### config.mk
export PLATFORM = sky130hd
export DESIGN_NAME = ps2_device_emulator
export DESIGN_NICKNAME = d
export VERILOG_FILES = /design/src/rtl/ps2_device_emulator.sv
export SDC_FILE = /design/constraint.sdc
export NUM_CORES = 1
export LEC_CHECK = 0
export ABC_AREA = 1
export BUFFER_PORTS_ARGS = -buffer_cell sky130_fd_sc_hd__buf_2
export CORE_UTILIZATION = 40
export DETAILED_ROUTE_END_ITERATION = 7
export SETUP_SLACK_MARGIN = 0.4
export SLEW_MARGIN = 40
export SYNTH_ARGS = -nofsm -noshare
export SYNTH_HDL_FRONTEND = slang
export SYNTH_SLANG_ARGS = --single-unit
### constraint.sdc
create_clock -name clk -period 1.9 [get_ports clk]
set_clock_uncertainty 0.2 [all_clocks]
set_input_delay 0.095 -clock clk [delete_from_list [all_inputs] [get_ports clk]]
set_output_delay 0.095 -clock clk [all_outputs]
set_load 0.02 [all_outputs]
### src/rtl/ps2_device_emulator.sv
// ps2_device_emulator: device side of a PS/2 link that generates the clock, sends bytes to the host and receives host commands.
// Ports: clk/rst (sync, active-high); ps2_clk_in/ps2_data_in raw line samples;
// ps2_clk_oe/ps2_data_oe open-drain pull-low enables; tx_data/tx_valid/tx_ready byte
// handshake toward the host; tx_done/tx_abort frame result pulses; rx_data/rx_valid/
// rx_parity_err received command; rx_frame_err bad stop bit; busy/debug_state status.
module ps2_device_emulator #(
  parameter int HALF_PERIOD = 338,
  parameter int CNT_W = 16
) (
  input  logic       clk,
  input  logic       rst,
  input  logic       ps2_clk_in,
  input  logic       ps2_data_in,
  output logic       ps2_clk_oe,
  output logic       ps2_data_oe,
  input  logic [7:0] tx_data,
  input  logic       tx_valid,
  output logic       tx_ready,
  output logic       tx_done,
  output logic       tx_abort,
  output logic [7:0] rx_data,
  output logic       rx_valid,
  output logic       rx_parity_err,
  output logic       rx_frame_err,
  output logic       busy,
  output logic [3:0] debug_state
);
  typedef enum logic [3:0] {
    IDLE, TX_HI, TX_LO, TX_STOP, INHIBIT, RX_WAIT, RX_LO, RX_HI, ACK_HI, ACK_LO, ACK_END
  } state_t;
  state_t state, state_n;
  logic [1:0] clk_sync, data_sync;
  logic clk_s, data_s, timed, expire;
  logic [CNT_W-1:0] cnt;
  logic [3:0] idx;
  logic [10:0] frame;
  logic [8:0] rx_bits;
  assign clk_s = clk_sync[1];
  assign data_s = data_sync[1];
  assign timed = !(state inside {IDLE, INHIBIT});
  assign expire = cnt == CNT_W'(HALF_PERIOD - 1);
  // Synchronizers reset to the idle-bus level so reset does not fake a host inhibit.
  always_ff @(posedge clk) begin
    clk_sync <= rst ? 2'b11 : {clk_sync[0], ps2_clk_in};
    data_sync <= rst ? 2'b11 : {data_sync[0], ps2_data_in};
    cnt <= (rst || !timed || expire) ? '0 : cnt + 1'b1;
  end
  always_ff @(posedge clk) state <= rst ? IDLE : state_n;
  // Every timed state leaves at expiry, so the phase timer restarts on each entry.
  always_comb begin
    state_n = state;
    case (state)
      IDLE:    state_n = !clk_s ? INHIBIT : (tx_valid && tx_ready) ? TX_HI : IDLE;
      TX_HI:   state_n = !expire ? TX_HI : clk_s ? TX_LO : INHIBIT;
      TX_LO:   state_n = !expire ? TX_LO : (idx == 4'd10) ? TX_STOP : TX_HI;
      TX_STOP: state_n = expire ? IDLE : TX_STOP;
      INHIBIT: state_n = !clk_s ? INHIBIT : data_s ? IDLE : RX_WAIT;
      RX_WAIT: state_n = expire ? RX_LO : RX_WAIT;
      RX_LO:   state_n = expire ? RX_HI : RX_LO;
      RX_HI:   state_n = !expire ? RX_HI : !clk_s ? INHIBIT :
                         (idx != 4'd9) ? RX_LO : data_s ? ACK_HI : IDLE;
      ACK_HI:  state_n = expire ? ACK_LO : ACK_HI;
      ACK_LO:  state_n = expire ? ACK_END : ACK_LO;
      ACK_END: state_n = expire ? IDLE : ACK_END;
      default: state_n = IDLE;
    endcase
  end
  always_comb begin
    tx_ready = state == IDLE && clk_s && data_s && !rst;
    ps2_clk_oe = state inside {TX_LO, RX_LO, ACK_LO};
    ps2_data_oe = (state inside {TX_HI, TX_LO}) ? !frame[idx] : (state inside {ACK_HI, ACK_LO});
    busy = state != IDLE;
    debug_state = state;
  end
  always_ff @(posedge clk) begin
    if (rst) begin
      idx <= '0;
      frame <= '0;
      rx_bits <= '0;
      rx_data <= '0;
      rx_parity_err <= 1'b0;
      tx_done <= 1'b0;
      tx_abort <= 1'b0;
      rx_valid <= 1'b0;
      rx_frame_err <= 1'b0;
    end else begin
      tx_done <= state == TX_STOP && expire;
      tx_abort <= state == TX_HI && expire && !clk_s;
      rx_valid <= state == ACK_END && expire;
      rx_frame_err <= state == RX_HI && expire && clk_s && idx == 4'd9 && !data_s;
      if (state == IDLE && tx_valid && tx_ready)
        frame <= {1'b1, ~^tx_data, tx_data, 1'b0};
      if (state inside {IDLE, RX_WAIT})
        idx <= '0;
      else if (expire && ((state == TX_LO && idx != 4'd10) || (state == RX_HI && clk_s)))
        idx <= idx + 1'b1;
      // Data and parity shift in LSB first; the stop bit is judged live and never stored.
      if (state == RX_HI && expire && clk_s && idx < 4'd9)
        rx_bits <= {data_s, rx_bits[8:1]};
      if (state == ACK_END && expire) begin
        rx_data <= rx_bits[7:0];
        rx_parity_err <= rx_bits[8] == ^rx_bits[7:0];
      end
    end
  end
endmodule
==> flow_summary.json <==
{
  "fp-row-count": 31,
  "root_buffer": "clkbuf_8",
  "cp-startpoint": "debug_state[3]",
  "hold_depth": 5,
  "cts_max_level": 3,
  "syn_to_final_growth_pct": 51.9,
  "grt_overflow": 0,
  "hold_viol_final": 0,
  "synth_top_area_share_pct": 38.2,
  "crit_arrival_ns": 1.47,
  "ys.flop_type": "dfxtp_1",
  "synth_area_um2": 3150,
  "seq_area_frac_synth_pct": 38.2,
  "period_minus_slack_ns": 1.77,
  "routabilityCongestion": 0.858,
  "vias": 3480,
  "p_leak_nw": 2.03,
  "start_util_pct": 42.3,
  "critPathMaxFanout": 3,
  "ir_drop_mv": 0.620,
  "clkSinkCount": 60,
  "clk_path_buf_depth": 2,
  "synth_cells": 470,
  "layout_common_cells": "81 x nand2_1, 69 x nor2_1, 46 x dfxtp_1, 40 x inv_1, 33 x buf_4",
  "firstDrtPassIters": 5,
  "track_usage_pct": 22.7,
  "num_io_pins": 34,
  "hp-start": "rst",
  "syn_area_per_cell_um2": 6.70,
  "ys_warn_count": 0,
  "ant_nets": 0,
  "clkTransAtPathRegs_ns": 0.08,
  "drive_gt1_share_pct": 40.2,
  "path_delay_family": "simple AND/OR/NAND/NOR gates",
  "path_cells": "nor2_4 -> inv_2 -> nor2_4 -> nor2_2 -> a21oi_2 -> nand2_1 -> nand2_1 -> buf_6",
  "synth-seq-cells": 60,
  "grt_pass1_wl_um": 14900,
  "pwr_density_cell_nw_per_um2": 627,
  "r2r.worst_path.cells": 8,
  "hpwlAfterDp_um": 5510,
  "nNetsFinal": 586,
  "rr_endpoint": "rx_data[7]",
  "synth_top_area_cell": "dfxtp_1",
  "route.detailed.drc": 0,
  "cp.buffers_inverters": 2,
  "worst_hold_path.endpoint": "rx_data[7]",
  "setup_tns_ns": 0,
  "worstSetupEndpointType": "output port",
  "r2r_slack_ns": 0.17,
  "dieArea_um2": 8230,
  "grt_max_degree": 19,
  "port_buffers": 33,
  "antenna_found_initial": 0,
  "drt-initial-drc-count": 161,
  "synth_nets": 489,
  "cap_violations": 0,
  "die_height_um": 90.7,
  "insertedDiodeCount": 0,
  "cts_buffers": 9,
  "vias_per_cell": 5.19,
  "async_flop_share_pct": 0,
  "synth_area_leaders": "dfxtp_1 38%, nand2_1 12%, nor2_1 10%, inv_1 6.4%, a21oi_1 4.3%",
  "r2r_start": "cnt[1]",
  "insertion_delay_ns": 0.36,
  "synth_cell_type_count": 37,
  "totalWireLength_um": 9580,
  "finalPower_mw": 3.00,
  "crit_path_start_kind": "register",
  "synth_edf_count": 0,
  "rsz0062_at_grt": "yes",
  "hp-class": "primary input to register",
  "core_area_um2": 7450,
  "setup_viol": 0,
  "post-route-period-util_pct": 93.0,
  "cts_tree": "built",
  "tightest_slew_ns": 0.467,
  "fmax_ghz": 0.566,
  "slew_headroom_pct": 68.8,
  "cpMaxStageDelayCell": "dfxtp_4",
  "final_common_cell": "nand2_1",
  "grt_pass1_vias": 3139,
  "worstPathRequired_ns": 1.60,
  "die_x_um": 90.7,
  "report.final.slew_viol_count": 0,
  "status": "finished clean",
  "crit_type": "register to output port",
  "cp_slowest_stage_delay_ns": 0.37,
  "wl_per_cell_um": 14.3
}
==> Yosys cell counts, types with 6 or more instances <==
library cell and n:
nand2_1 97, nor2_1 88, dfxtp_1 60, inv_1 54, a21oi_1 27, o21ai_0 26, nand3_1 25, nand4_1 15
nor3_1 15, xnor2_1 7, xor2_1 7, ha_1 6
==> flip-flops by register name, indices dropped and copies added, names as in the netlist, 2 cells and up <==
| signal | flops |
|---|---|
| cnt | 16 |
| frame | 10 |
| rx_bits | 9 |
| rx_data | 8 |
| debug_state | 4 |
| idx | 4 |
| clk_sync | 2 |
| data_sync | 2 |
==> where the power goes <==
group | internal (mW) | total [mW] | switching, mW
registers | 1.27 | 1.29 | 0.0201
logic | 0.134 | 0.302 | 0.168
clock network | 0.828 | 1.40 | 0.575
==> per-layer routing <==
metal	track usage, %	vias up	share of wire (%)
met5	0	-	0
met4	6.59	0	1.6
met3	5.47	19	5.7
met2	36.5	124	48
met1	29.9	1619	45
li1	-	1718	-
==> worst reg2reg max path: cells and delay by family, from the launching register on <==
family,cells,cell delay (ns)
AND/OR/NAND/NOR,4,0.61
flip-flops,1,0.36
buffers and inverters,2,0.22
adder cells (fa/ha/maj),1,0.15
AO/OA/AOI/OAI,1,0.09
==> stage by stage <==
stage	worst slack, ns	cells	hold WS (ns)	cell area, um^2	utilization [%]
finish	0.134	671	0.0758	4780	64.2
global route	0.0561	671	0.0918	4780	64.2
CTS	0.182	662	0.0378	4480	60.2
detailed placement	0.0445	603	0.0804	3530	47.4
global placement	0.0507	603	0.0765	3530	47.4
floorplan	0.302	470	-0.00119	3220	-
==> how the worst max path moves through the flow <==
stage                        to  slack [ns]  depth (start not counted)
finish              ps2_data_oe        0.13                          8
global route         rx_bits[3]        0.06                         12
CTS                 ps2_data_oe        0.18                          8
detailed placement   rx_bits[0]        0.04                          7
global placement     rx_bits[0]        0.05                          7
floorplan            rx_bits[0]        0.30                         12
==> what timing repair did <==
action,in CTS,in global routing
resized for setup,114,65
cloned,6,1
hold buffers,12,0
setup buffers,25,8
endpoints found under the hold margin,19,0
pin swaps,44,31
endpoints found under the setup margin,60,60
==> final cells by class <==
class | instances | area [um^2]
Timing Repair Buffer | 90 | 714
Clock inverter | 6 | 92.6
Tap cell | 99 | 124
Fill cell | 640 | 2670
Sequential cell | 60 | 1240
Multi-Input combinational cell | 347 | 2220
Inverter | 59 | 239
Clock buffer | 10 | 149
==> cell families (layout without fill, tap and decap cells) <==
family	after synthesis	after routing	synth area share [%]
adders and majority gates	6	6	2.38
AOI/OAI and AO/OA	61	61	10.2
buffers and inverters	69	165	8.90
and+or+nand+nor	260	266	36.5
xor gates and xnor gates	14	14	3.90
DFF	60	60	38.2
No activity file was read; power rests on OpenSTA's default activity.
